--- config.mk ---
export PLATFORM = sky130hd
export DESIGN_NAME = lsu_rmw_flat
export DESIGN_NICKNAME = d
export VERILOG_FILES = /design/src/rtl/lsu_rmw_pkg.sv /design/src/rtl/lsu_rmw_if.sv /design/src/rtl/lsu_align.sv /design/src/rtl/lsu_rmw.sv /design/src/flat_wrapper.sv
export SDC_FILE = /design/constraint.sdc
export NUM_CORES = 1
export LEC_CHECK = 0
export CAP_MARGIN = 10
export CORE_UTILIZATION = 47
export DETAILED_ROUTE_END_ITERATION = 6
export GPL_TIMING_DRIVEN = 0
export PLACE_DENSITY = 0.81
export SYNTH_ARGS = -nofsm -noshare
export SYNTH_HDL_FRONTEND = slang
export SYNTH_SLANG_ARGS = --single-unit
--- constraint.sdc ---
create_clock -name clk_i -period 2.5 [get_ports clk_i]
set_clock_uncertainty 0.2 [all_clocks]
set_input_delay 0.5 -clock clk_i [delete_from_list [all_inputs] [get_ports clk_i]]
set_output_delay 0.5 -clock clk_i [all_outputs]
set_load 0.1 [all_outputs]
--- src/rtl/lsu_rmw_pkg.sv ---
// Shared constants and types for the load/store unit: funct3 codes,
// data-memory op codes, FSM state type and the request legality check.
// Imported by the LSU top and its alignment helper.
package lsu_rmw_pkg;

  // RV32 load/store funct3 encodings
  localparam logic [2:0] F3_LB  = 3'b000;
  localparam logic [2:0] F3_LH  = 3'b001;
  localparam logic [2:0] F3_LW  = 3'b010;
  localparam logic [2:0] F3_LBU = 3'b100;
  localparam logic [2:0] F3_LHU = 3'b101;
  localparam logic [2:0] F3_SB  = 3'b000;
  localparam logic [2:0] F3_SH  = 3'b001;
  localparam logic [2:0] F3_SW  = 3'b010;

  // Data memory op codes; MEM_NOP falls into the memory's default branch
  localparam logic [2:0] MEM_LW  = 3'b010;
  localparam logic [2:0] MEM_SW  = 3'b110;
  localparam logic [2:0] MEM_NOP = 3'b111;

  typedef enum logic [2:0] {
    IDLE  = 3'd0,
    LOAD  = 3'd1,
    READ  = 3'd2,
    WRITE = 3'd3,
    RESP  = 3'd4
  } lsu_state_t;

  // 1 when the request must be rejected: illegal funct3 or misaligned address
  function automatic logic lsu_req_error(input logic       we,
                                         input logic [2:0] f3,
                                         input logic [1:0] lo);
    logic err;
    err = 1'b1;
    if (we) begin
      case (f3)
        F3_SB:   err = 1'b0;
        F3_SH:   err = lo[0];
        F3_SW:   err = (lo != 2'b00);
        default: err = 1'b1;
      endcase
    end else begin
      case (f3)
        F3_LB, F3_LBU: err = 1'b0;
        F3_LH, F3_LHU: err = lo[0];
        F3_LW:         err = (lo != 2'b00);
        default:       err = 1'b1;
      endcase
    end
    return err;
  endfunction

endpackage

--- src/rtl/lsu_rmw_if.sv ---
// Bundle of core request/response and data-memory port signals.
// slave: the LSU side; master: core datapath plus memory side.
// Flow control is valid/ready on the request, a one-cycle pulse on the response.
interface lsu_rmw_if;
  logic        req_valid_i;
  logic        req_ready_o;
  logic        req_we_i;
  logic [2:0]  req_funct3_i;
  logic [31:0] req_addr_i;
  logic [31:0] req_wdata_i;
  logic        rsp_valid_o;
  logic [31:0] rsp_rdata_o;
  logic        rsp_misaligned_o;
  logic [2:0]  mem_ctrl_o;
  logic [31:0] mem_addr_o;
  logic [31:0] mem_wdata_o;
  logic [31:0] mem_rdata_i;

  modport slave (
    input  req_valid_i, req_we_i, req_funct3_i, req_addr_i, req_wdata_i, mem_rdata_i,
    output req_ready_o, rsp_valid_o, rsp_rdata_o, rsp_misaligned_o,
           mem_ctrl_o, mem_addr_o, mem_wdata_o
  );

  modport master (
    output req_valid_i, req_we_i, req_funct3_i, req_addr_i, req_wdata_i, mem_rdata_i,
    input  req_ready_o, rsp_valid_o, rsp_rdata_o, rsp_misaligned_o,
           mem_ctrl_o, mem_addr_o, mem_wdata_o
  );
endinterface

--- src/rtl/lsu_align.sv ---
// Lane extract + sign/zero extend for loads, lane merge for sub-word stores.
// Latency: purely combinational.
// Backpressure: none; consumer samples the outputs when it needs them.
module lsu_align
  import lsu_rmw_pkg::*;
(
  input  logic [2:0]  i_funct3,
  input  logic [1:0]  i_addr_lo,
  input  logic [31:0] i_rdata,
  input  logic [31:0] i_wdata,
  output logic [31:0] o_load_data,
  output logic [31:0] o_merged
);

  logic [7:0]  w_byte;
  logic [15:0] w_half;

  // pick the addressed byte and halfword out of the raw memory word
  always_comb begin
    w_byte = i_rdata[7:0];
    case (i_addr_lo)
      2'd1:    w_byte = i_rdata[15:8];
      2'd2:    w_byte = i_rdata[23:16];
      2'd3:    w_byte = i_rdata[31:24];
      default: w_byte = i_rdata[7:0];
    endcase
    w_half = i_addr_lo[1] ? i_rdata[31:16] : i_rdata[15:0];
  end

  // extend the selected lane; LW (and anything else) passes the word through
  always_comb begin
    case (i_funct3)
      F3_LB:   o_load_data = {{24{w_byte[7]}}, w_byte};
      F3_LH:   o_load_data = {{16{w_half[15]}}, w_half};
      F3_LBU:  o_load_data = {24'd0, w_byte};
      F3_LHU:  o_load_data = {16'd0, w_half};
      default: o_load_data = i_rdata;
    endcase
  end

  // replace only the target lanes; bytes outside them keep the read value
  always_comb begin
    o_merged = i_rdata;
    case (i_funct3)
      F3_SB: begin
        case (i_addr_lo)
          2'd1:    o_merged[15:8]  = i_wdata[7:0];
          2'd2:    o_merged[23:16] = i_wdata[7:0];
          2'd3:    o_merged[31:24] = i_wdata[7:0];
          default: o_merged[7:0]   = i_wdata[7:0];
        endcase
      end
      F3_SH: begin
        if (i_addr_lo[1]) o_merged[31:16] = i_wdata[15:0];
        else              o_merged[15:0]  = i_wdata[15:0];
      end
      default: o_merged = i_wdata;
    endcase
  end

endmodule

--- src/rtl/lsu_rmw.sv ---
// Load/store unit in front of a low-lane-write data memory; SB/SH go read-merge-write.
// Latency accept->rsp: load 2, SW 2, SB/SH 3, rejected request 1.
// Backpressure: req_ready_o high only in IDLE; one request in flight at a time.
module lsu_rmw
  import lsu_rmw_pkg::*;
#(
  parameter bit RESP_ON_STORE = 1'b1
)(
  input  logic      clk_i,
  input  logic      rst_ni,
  lsu_rmw_if.slave  bus
);

  lsu_state_t  r_state;
  logic [2:0]  r_funct3;
  logic [1:0]  r_addr_lo;
  logic [31:0] r_wdata;
  logic        r_rsp_valid;
  logic [31:0] r_rsp_rdata;
  logic        r_rsp_mis;
  logic [2:0]  r_mem_ctrl;
  logic [31:0] r_mem_addr;
  logic [31:0] r_mem_wdata;

  logic        w_err;
  logic [31:0] w_load_data;
  logic [31:0] w_merged;

  assign w_err = lsu_req_error(bus.req_we_i, bus.req_funct3_i, bus.req_addr_i[1:0]);

  lsu_align u_align (
    .i_funct3    (r_funct3),
    .i_addr_lo   (r_addr_lo),
    .i_rdata     (bus.mem_rdata_i),
    .i_wdata     (r_wdata),
    .o_load_data (w_load_data),
    .o_merged    (w_merged)
  );

  // sequencing FSM; every memory and response output is registered here
  always_ff @(posedge clk_i or negedge rst_ni) begin
    if (!rst_ni) begin
      r_state     <= IDLE;
      r_funct3    <= 3'd0;
      r_addr_lo   <= 2'd0;
      r_wdata     <= 32'd0;
      r_rsp_valid <= 1'b0;
      r_rsp_rdata <= 32'd0;
      r_rsp_mis   <= 1'b0;
      r_mem_ctrl  <= MEM_NOP;
      r_mem_addr  <= 32'd0;
      r_mem_wdata <= 32'd0;
    end else begin
      // pulse/strobe defaults; states below override for their one cycle
      r_rsp_valid <= 1'b0;
      r_mem_ctrl  <= MEM_NOP;
      r_mem_wdata <= 32'd0;
      case (r_state)
        IDLE: begin
          if (bus.req_valid_i) begin
            r_funct3  <= bus.req_funct3_i;
            r_addr_lo <= bus.req_addr_i[1:0];
            r_wdata   <= bus.req_wdata_i;
            if (w_err) begin
              // rejected: straight to response, memory never touched
              r_state     <= RESP;
              r_rsp_valid <= 1'b1;
              r_rsp_mis   <= 1'b1;
              r_rsp_rdata <= 32'd0;
            end else begin
              r_mem_addr <= {bus.req_addr_i[31:2], 2'b00};
              if (!bus.req_we_i) begin
                r_state    <= LOAD;
                r_mem_ctrl <= MEM_LW;
              end else if (bus.req_funct3_i == F3_SW) begin
                r_state     <= WRITE;
                r_mem_ctrl  <= MEM_SW;
                r_mem_wdata <= bus.req_wdata_i;
              end else begin
                r_state    <= READ;
                r_mem_ctrl <= MEM_LW;
              end
            end
          end
        end
        LOAD: begin
          r_state     <= RESP;
          r_rsp_valid <= 1'b1;
          r_rsp_mis   <= 1'b0;
          r_rsp_rdata <= w_load_data;
        end
        READ: begin
          // merge against the word read this cycle, write it next cycle
          r_state     <= WRITE;
          r_mem_ctrl  <= MEM_SW;
          r_mem_wdata <= w_merged;
        end
        WRITE: begin
          if (RESP_ON_STORE) begin
            r_state     <= RESP;
            r_rsp_valid <= 1'b1;
            r_rsp_mis   <= 1'b0;
            r_rsp_rdata <= 32'd0;
          end else begin
            r_state <= IDLE;
          end
        end
        RESP:    r_state <= IDLE;
        default: r_state <= IDLE;
      endcase
    end
  end

  assign bus.req_ready_o      = (r_state == IDLE);
  assign bus.rsp_valid_o      = r_rsp_valid;
  assign bus.rsp_rdata_o      = r_rsp_rdata;
  assign bus.rsp_misaligned_o = r_rsp_mis;
  assign bus.mem_ctrl_o       = r_mem_ctrl;
  assign bus.mem_addr_o       = r_mem_addr;
  assign bus.mem_wdata_o      = r_mem_wdata;

endmodule

--- src/flat_wrapper.sv ---
// flat-port wrapper written by rule: the top's interface ports become plain ports
module lsu_rmw_flat import lsu_rmw_pkg::*;
#(
  parameter bit RESP_ON_STORE = 1'b1
)
  (clk_i, rst_ni, bus_req_valid_i, bus_req_we_i, bus_req_funct3_i, bus_req_addr_i, bus_req_wdata_i, bus_mem_rdata_i, bus_req_ready_o, bus_rsp_valid_o, bus_rsp_rdata_o, bus_rsp_misaligned_o, bus_mem_ctrl_o, bus_mem_addr_o, bus_mem_wdata_o);
  lsu_rmw_if bus_i ();
  input  logic clk_i;
  input  logic rst_ni;
  input wire logic [$bits(bus_i.req_valid_i)-1:0] bus_req_valid_i;
  input wire logic [$bits(bus_i.req_we_i)-1:0] bus_req_we_i;
  input wire logic [$bits(bus_i.req_funct3_i)-1:0] bus_req_funct3_i;
  input wire logic [$bits(bus_i.req_addr_i)-1:0] bus_req_addr_i;
  input wire logic [$bits(bus_i.req_wdata_i)-1:0] bus_req_wdata_i;
  input wire logic [$bits(bus_i.mem_rdata_i)-1:0] bus_mem_rdata_i;
  output wire logic [$bits(bus_i.req_ready_o)-1:0] bus_req_ready_o;
  output wire logic [$bits(bus_i.rsp_valid_o)-1:0] bus_rsp_valid_o;
  output wire logic [$bits(bus_i.rsp_rdata_o)-1:0] bus_rsp_rdata_o;
  output wire logic [$bits(bus_i.rsp_misaligned_o)-1:0] bus_rsp_misaligned_o;
  output wire logic [$bits(bus_i.mem_ctrl_o)-1:0] bus_mem_ctrl_o;
  output wire logic [$bits(bus_i.mem_addr_o)-1:0] bus_mem_addr_o;
  output wire logic [$bits(bus_i.mem_wdata_o)-1:0] bus_mem_wdata_o;
  assign bus_i.req_valid_i = bus_req_valid_i;
  assign bus_i.req_we_i = bus_req_we_i;
  assign bus_i.req_funct3_i = bus_req_funct3_i;
  assign bus_i.req_addr_i = bus_req_addr_i;
  assign bus_i.req_wdata_i = bus_req_wdata_i;
  assign bus_i.mem_rdata_i = bus_mem_rdata_i;
  assign bus_req_ready_o = bus_i.req_ready_o;
  assign bus_rsp_valid_o = bus_i.rsp_valid_o;
  assign bus_rsp_rdata_o = bus_i.rsp_rdata_o;
  assign bus_rsp_misaligned_o = bus_i.rsp_misaligned_o;
  assign bus_mem_ctrl_o = bus_i.mem_ctrl_o;
  assign bus_mem_addr_o = bus_i.mem_addr_o;
  assign bus_mem_wdata_o = bus_i.mem_wdata_o;
  lsu_rmw #(.RESP_ON_STORE(RESP_ON_STORE)) u_core (.clk_i(clk_i), .rst_ni(rst_ni), .bus(bus_i));
endmodule
Yosys cells after proc, flatten, opt, wreduce, memory -nomap -nowiden
Index checks and enable logic that the tools add are counted.
Widths: inputs -> output; s select.

word-level totals
  register bits = 139
  word-level logic and storage cells = 77
  bits in read-only memories = 0
  bits in latches = 0
  bits in writable memories = 0
  memories kept = 0
  output and inout port bits = 102
  input bits = 103

cells by class
  $lt $le $gt $ge = 0
  equality and inequality tests = 15
  divide/modulo/power cells = 0
  multipliers = 0
  muxes and demuxes = 37
  reduce and logical (&&, ||, !) cells = 14
  add/subtract/negate cells = 0
  shift-type cells = 0
  bitwise operators = 1

operators with widths
  cell                count
  $mux 32             6
  $pmux 32 s2         2
  $pmux 32 s4         1
  $pmux 32 s3         1
  $mux 16             3
  $mux 8              4
  $pmux 8 s3          1
  $mux 3              7
  $eq 3x3->1 const B  4
  $eq 3x1->1 const B  3
  $eq 3x2->1 const B  3
  $logic_not 3->1     3
  $pmux 3 s3          1
  $reduce_and 3->1    3
  $mux 1              6
  $pmux 1 s3          2
  $pmux 3 s2          1
  $reduce_or 2->1     3
  $eq 2x2->1 const B  2
  $pmux 1 s2          2
  $reduce_bool 2->1   2
  $reduce_bool 3->1   1
  $reduce_or 3->1     1
  $eq 2x1->1 const B  1
  4 further kinds     4

Longest topological paths before layout
Gate-level depths: netlist of the first run.

  depth after elaboration = 7
  gate-level depth with buffers = 7
  gate-level depth less buffers = 4

Modules after synthesis
Synthesis of the first run repeated with hierarchy kept, for this count alone.

unflattened totals
  cells, all modules = 773
  area, all modules = 7,053.0 um^2

modules (own cells, without submodules)
  module     area an instance (um^2)  cells each  sequential area each (um^2)  instances
  lsu_rmw    5,726.7                  545         3,455.8                      1
  lsu_align  1,326.3                  228         0.0                          1

Worst setup path before layout of the first run
No wires, ideal clock.

  path kind = register to output
  start point = register u_core.r_state[0]
  end point = output bus_req_ready_o
  cell stages (with the launch flop) = 4
  path buffers = 1
  data arrival time = 2,097 ps
  setup slack = -297 ps
  data required time = 1,800 ps
  cells stage by stage = dfrtp_1 -> or2_2 -> clkbuf_1 -> nor2_1

on the way
  cells in the longest elaborated chain, start to end = 1

ends and longest elaborated chain
  item                    RTL line            text
  start, declared         lsu_rmw.sv:14       lsu_state_t r_state;
  start signal, assigned  lsu_rmw.sv:43       r_state <= IDLE;
  start signal, assigned  lsu_rmw.sv:66       r_state <= RESP;
  start signal, assigned  lsu_rmw.sv:73       r_state <= LOAD;
  $logic_not 3->1         lsu_rmw.sv:114      assign bus.req_ready_o = (r_state == IDLE);
  end, declared           flat_wrapper.sv:16  output wire logic [$bits(bus_i.req_ready_o)-1:0] bus_req_ready_o;

No other way between the ends.

Worst setup path after layout of the first run
Ends and elaborated chain as after synthesis.

==> metrics.md, run 1 <==
| Metric | Value |
|---|---|
| Status | complete, no violations |
| Placed cells | 990 |
| Compound-gate portion of the synthesized area | 20.1% |
| Comb pwr share | 58.1% |
| Most common cell after layout, fill and taps aside | dfrtp_1 |
| Most Crowded Layer GR | met2 |
| Setup tns final | 0 ps |
| Top Family by Delay on Critical Path | simple AND/OR/NAND/NOR gates |
| Sw Share | 54.9% |
| Initial core utilization | 48.1% |
| Grt total ovfl | 0 |
| Die area | 14,000 sq um |
| Min-Delay Path Class | reg2reg |
| Share of cells above drive strength 1 | 11.8% |
| Mux share of post-synthesis cell area | 7.54% |
| Routed Antenna Nets | 0 |
| First-pass iteration count of the detailed router | 5 |
| Post-Synth Simple-Gate Area | 13.9% |
| Clock network fraction of total power | 16.8% |
| Sequential power share | 25.1% |
| Met2 Use GR | 53.0% |
| RSZ-0062 raised after global routing | true |
| Power consumption | 14.5 mW |
| I/O pin cnt | 205 |
| Worst path slowest cell | dfrtp_1 |
| Cell Pwr Density | 1590 nW/um^2 |
| Final setup viols | 0 |
| PortBufs | 201 |
| Main synth FF type | dfrtp_1 |
| Leakage | 4.45 nW |
| Die X-Extent | 118 um |
| Fmax | 406 MHz |
| Clk_lat worst skew | 420 ps |
| Worst-margin pin slew | 988 ps |
| Gpl congestion | 0.926 |
| DRT Wirelength | 22,400 um |
| Final period util | 98.4% |
| Via Count | 6,070 |
| XOR/XNOR Fraction of Synth Area | 0% |
| Final Slew Violations | 0 |
| DRC Markers | 0 |
| Main combinational cell family by area after synthesis | compound AO/OA/AOI/OAI gates |
| Synth Register Bits | 138 |
| Gr usage total | 33.0% |
| DR iter-0 viols | 596 |
| M1 GR Usage | 41.8% |
| Initial antenna violation count | 0 |
| Largest net degree at the start of global routing | 79 |
| Site Rows | 42 |
| Bufs and invs on worst path | 2 |
| Internal | 6.56 mW |
| Vias in the first global route | 6,112 |
| Wire per inst | 22.0 um |
| Layout area overhead | 43.7% |
| CTS buffer count | 17 |
| Async set or reset register ratio after synthesis | 100% |
| Yosys warns | 0 |
| Max FO, Critical Path | 6 |
| Crit-path max cell delay | 420 ps |
| P_sw | 7.99 mW |
| Most frequent cells in the layout | 136 x dfrtp_1, 122 x nand2_1, 101 x clkdlybuf4s50_1 |
| CP Capture Type | output pin |
| Max VDD drop | 1520 uV |
| Clock transition at the registers of the reported paths | 60 ps |
| Slew headroom | 34.4% |
| Synthesized area | 6370 sq um |
| Non-Filler Instances | 1,022 |
| H-tree lvl count | 4 |
| Worst EP required | 1800 ps |
| Max-Cap Viols | 0 |
| M3 GR Usage | 10.7% |
| Critical setup path kind | reg2out |
| Tmin final | 2460 ps |
| Via/cell ratio | 5.94 |
| Crit start category | flop |
| Longest Clk Path Bufs | 2 |
| Total inserted antenna cells | 0 |
| First-pass GRT wire length | 34,800 um |
| Hold WS | 276 ps |
| Number of synthesized flops with an enable pin | 0 |
| Mapped Cells | 610 |
| Final Hold Viols | 0 |
| Die Y | 118 um |
| Arr. time, crit path | 1760 ps |
| Cell Chain, Critical Path | or2_2 > buf_1 > nor2_2 > buf_8 |
| Core area | 13,200 sq um |
| Final net count | 938 |
| Dpl hpwl | 16,800 um |
| Clock root buffer | clkbuf_16 |
| Fillers | 1,063 |
| Mean Syn Cell Area | 10.4 sq um |
| Clk sinks | 138 |
| Post-synthesis sequential area ratio | 54.2% |
| Post-synthesis adder-cell area fraction | 0% |
| CTS tree | yes |
| Yosys cell types | 54 |
## synth_stat cells (2+ instances only)
library cell | instances | area (sq um)
a211o_1 | 2 | 17.5
a211oi_1 | 9 | 67.6
a21o_1 | 3 | 22.5
a21oi_1 | 26 | 130
a221o_1 | 17 | 170
a222oi_1 | 4 | 40.0
a22o_1 | 8 | 70.1
a22oi_1 | 2 | 15.0
a31oi_1 | 2 | 12.5
a32oi_1 | 4 | 35.0
and3_1 | 13 | 81.3
buf_1 | 4 | 15.0
buf_2 | 8 | 40.0
buf_4 | 4 | 30.0
buf_6 | 5 | 56.3
clkbuf_1 | 27 | 101
conb_1 | 2 | 7.51
dfrtp_1 | 136 | 3400
dfstp_2 | 2 | 52.6
inv_1 | 5 | 18.8
mux2_2 | 30 | 338
mux2i_1 | 12 | 120
nand2_1 | 122 | 458
nand2b_1 | 2 | 12.5
nand3_1 | 23 | 115
nor2_1 | 10 | 37.5
nor2b_1 | 2 | 12.5
nor3_1 | 2 | 10.0
nor3b_1 | 2 | 15.0
o211a_1 | 7 | 70.1
o21a_1 | 2 | 15.0
o21ai_0 | 50 | 250
o22ai_1 | 5 | 31.3
o2bb2ai_1 | 30 | 263
or2_2 | 2 | 12.5
or3_1 | 8 | 50.1
## per-layer routing
metal | wire length (um) | vias up | part of all wire, %
li1 | - | 2676 | -
met1 | 8930 | 2964 | 40
met2 | 10500 | 377 | 47
met3 | 2390 | 53 | 11
met4 | 632 | 0 | 2.8
met5 | 0 | - | 0
## registers in the layout, indices dropped and copies added (netlist names)
signal,count
u_core.bus.mem_ctrl_o,2
u_core.bus.mem_wdata_o,32
u_core.r_state,3
u_core.bus.mem_addr_o,30
u_core.bus.rsp_valid_o,1
u_core.r_wdata,32
u_core.r_addr_lo,2
u_core.bus.rsp_rdata_o,32
u_core.r_funct3,3
u_core.bus.rsp_misaligned_o,1
## final cells by class
type	count	area, sq um	share of cell area [%]
multi-input combinational	420	2690	29.4
inverter	5	18.8	0.205
sequential	138	3460	37.7
tap	176	220	2.40
clock buffer	22	474	5.18
timing repair buffer	205	1950	21.2
clock inverter	8	95.1	1.04
buffer	48	255	2.79
## stage by stage
stage | instance area, sq um | setup WS (ps) | util [%]
floorplan | 6380 | 162 | -
CTS | 9120 | -103 | 68.9
global route | 9160 | -29.2 | 69.2
detailed placement | 8650 | -626 | 65.3
global placement | 8610 | -4410 | 65.0
finish | 9160 | 40.0 | 69.2
## path summary, 6_finish.rpt
check                              startpoint                         end  slack (ps)  depth (start not counted)
setup / recovery            u_core.r_state[0]             bus_req_ready_o          40                          4
hold / removal             u_core.r_wdata[19]          u_core.r_wdata[19]         280                          2
setup reg to reg            u_core.r_state[0]         u_core.r_addr_lo[0]         110                          7
hold reg to reg            u_core.r_wdata[19]          u_core.r_wdata[19]         280                          2
max in group asynchronous              rst_ni    u_core.bus.mem_ctrl_o[0]         820                          3
min in group asynchronous              rst_ni  u_core.bus.mem_wdata_o[20]         480                          2
## cell families after synthesis
group / count (synthesis)
flops: 138
other cells: 2
mux: 43
compound gates: 180
simple gates: 194
buf+inv: 53
## power groups by stage
stage          Sequential [mW]  Clock, mW  Combinational (mW)
2_1_floorplan             7.34          0                2.59
3_3_place_gp              3.63          0                8.57
3_5_place_dp              3.68          0                8.68
4_1_cts                   3.63       2.46                8.35
5_1_grt                   3.74       2.56                8.84
6_report                  3.65       2.44                8.45
## worst register-to-register path, cell delays in order, from the launching register on
cell and delay, ps:
dfrtp_1 420, or2_2 300, buf_1 210, nor3b_1 260, clkbuf_4 280, buf_1 430
nand2_1 140, nand2_1 80
## what timing repair did
action / in CTS / in global routing
setup endpoints to repair: 124 / 47
gates resized for setup: 107 / 20
hold buffers: 1 / 0
pin swaps: 0 / 1
setup buffers: 1 / 0
hold endpoints to repair: 76 / 0
(Power assumes the default switching activity.)
==> inputs of run 2 (changes only) <==
Settings changed: CORE_MARGIN set to 1.5, CTS_CLUSTER_DIAMETER set to 150.
==> run 2 against run 1 <==
Net effect:
- combinational power about the same
- global-route usage decreased by 0.95 points
- critical endpoint is now u_core.bus.rsp_rdata_o[28]
- first-iteration DRC count decreased by 8.4%
==> metrics.md, run 2 (synthesis results as in run 1) <==
| Metric | Value |
|---|---|
| Layout area overhead | 44.1% |
| Core area | 13,200 sq um (unchanged) |
| Hold WS | 274 ps (-1.24 ps) |
| Min-Delay Path Class | reg2reg |
| Die area | 14,300 sq um (+1.7%) |
| Max-Cap Viols | 0 (unchanged) |
| Share of cells above drive strength 1 | 12.1% (+0.24 points) |
| DRT Wirelength | 22,200 um (-0.94%) |
| CP Capture Type | flop |
| Leakage | 4.46 nW (+0.30%) |
| Non-Filler Instances | 1,022 (unchanged) |
| Reg2reg start | u_core.r_state[1] |
| Area of the multi-input gates | 2700 sq um (+0.19%) |
| Clock transition at the registers of the reported paths | 60 ps (about the same) |
| Gpl congestion | 0.931 (+0.55%) |
| Status | complete, no violations |
| Longest Clk Path Bufs | 2 (unchanged) |
| Max VDD drop | 1460 uV (-4.2%) |
| Clock root buffer | clkbuf_16 |
| Site Rows | 42 (unchanged) |
| Reg-to-Reg End | u_core.bus.mem_wdata_o[11] |
| PortBufs | 201 (unchanged) |
| Final net count | 936 (-0.21%) |
| Worst EP required | 2590 ps (+790 ps) |
| Fmax | 410 MHz (+0.88%) |
| Fillers | 1,059 (-0.38%) |
| Max FO, Critical Path | 10 (+4) |
| Cell Pwr Density | 1590 nW/um^2 (+0.33%) |
| DRC Markers | 0 (unchanged) |
| Crit start category | input pin |
| RSZ-0062 raised after global routing | false |
| Power consumption | 14.6 mW (+0.66%) |
| Grt total ovfl | 0 (unchanged) |
| Endpoint, Worst Hold | u_core.r_wdata[21] |
| Via/cell ratio | 5.86 (-1.4%) |
| I/O pin cnt | 205 (unchanged) |
| First-pass iteration count of the detailed router | 6 (+1) |
| Reg-to-reg slack, setup | 170 ps (+60 ps) |
| Worst-margin pin slew | 1000 ps (+16.3 ps) |
| Finished Core Util | 69.4% (+0.23 points) |
| Hold path start | u_core.r_wdata[21] |
| Most frequent cells in the layout | 136 x dfrtp_1, 122 x nand2_1, 101 x clkdlybuf4s50_1 |
| Hold depth | 2 (unchanged) |
| Final setup viols | 0 (unchanged) |
| Final Slew Violations | 0 (unchanged) |
| Final period util | 97.5% (-0.86 points) |
| Die Y | 119 um (+0.84%) |
| Reg area | 3460 sq um (unchanged) |
| Initial core utilization | 48.1% (unchanged) |
| Placed cells | 989 (-0.10%) |
| Most common cell after layout, fill and taps aside | dfrtp_1 |
| Wire per inst | 21.7 um (-0.94%) |
| Total inserted antenna cells | 0 (unchanged) |
| Die X-Extent | 119 um (+0.84%) |
| Worst reg-to-reg path cell count | 7 (unchanged) |
| Via Count | 5,984 (-1.4%) |
| Initial antenna violation count | 0 (unchanged) |
| Critical setup path kind | in2reg |
| Slew headroom | 33.3% (-1.1 points) |
| Vias in the first global route | 6,163 (+0.83%) |
| CTS tree | yes |
| Routed Antenna Nets | 0 (unchanged) |
| Clk_lat worst skew | 420 ps (about the same) |
| DR iter-0 viols | 546 (-8.4%) |
| CTS buffer count | 17 (unchanged) |
| Setup tns final | 0 ps (unchanged) |
| Final Hold Viols | 0 (unchanged) |
| Arr. time, crit path | 2530 ps (+770 ps) |
| Tmin final | 2440 ps (-21.5 ps) |
| Clk sinks | 138 (unchanged) |
| Dpl hpwl | 16,800 um (+0.27%) |
| Gr usage total | 32.1% (-0.95 points) |
| First-pass GRT wire length | 34,300 um (-1.3%) |
| H-tree lvl count | 4 (unchanged) |
| Largest net degree at the start of global routing | 72 (-8.9%) |
run 2: cell count changes in the layout (fill, tap and decap cells not counted), sizes merged:
cell,before,now
buf,24,21
bufinv,2,3
clkbuf,52,54
clkdlybuf4s15,1,0
clkinv,4,6
clkinvlp,2,1
run 2: per-layer routing:
layer  vias up  routed length, um  track usage [%]
met5         -                  0                0
met4         0                670             12.8
met3        50               2460             10.7
met2       378              10400             50.9
met1      2884               8740             40.5
li1       2672                  -                -
run 2: cell type report:
type | instances | share of cell area [%]
Sequential cell | 138 | 37.6
Inverter | 5 | 0.204
Clock buffer | 22 | 5.05
Timing Repair Buffer | 204 | 21.0
Clock inverter | 10 | 1.55
Multi-Input combinational cell | 420 | 29.4
Buffer | 47 | 2.78
Tap cell | 176 | 2.40
run 2: report_power, final:
part           total [mW]  internal [mW]  switching, mW
Clock                2.58           1.62          0.952
Combinational        8.42           1.94           6.48
Sequential           3.64           3.08          0.564
Total                14.6           6.64           8.00
run 2: worst max-delay path by stage:
stage	from	endpoint	slack, ps	cells past startpoint
after floorplan	u_core.r_state[0]	bus_req_ready_o	160	3
after global placement	rst_ni	u_core.bus.mem_addr_o[21]	-4510	1
after detailed placement	bus_req_funct3_i[0]	u_core.bus.mem_wdata_o[27]	-570	5
after CTS	u_core.bus.mem_ctrl_o[0]	bus_mem_ctrl_o[0]	10	1
after global routing	bus_req_funct3_i[0]	u_core.bus.mem_wdata_o[11]	5	6
final	bus_mem_rdata_i[31]	u_core.bus.rsp_rdata_o[28]	60	5
run 2: stage by stage:
step / setup slack, ps / area [sq um]
floorplan: 162 / 6380
global placement: -4510 / 8610
detailed placement: -566 / 8650
CTS: 11.1 / 9160
global route: 5.26 / 9190
finish: 61.5 / 9190
run 2: timing repair:
item                       in CTS  in global routing
gates resized for setup       109                 17
setup endpoints to repair     125                 68
pin swaps                       0                  1
hold buffers                    1                  0
setup buffers                   1                  0
hold endpoints to repair       69                  0
run 2: worst max-delay path, stage by stage:
cell and delay, ps:
clkdlybuf4s50_1 570, mux4_2 550, o2111a_1 360, clkbuf_2 240, a221o_1 300
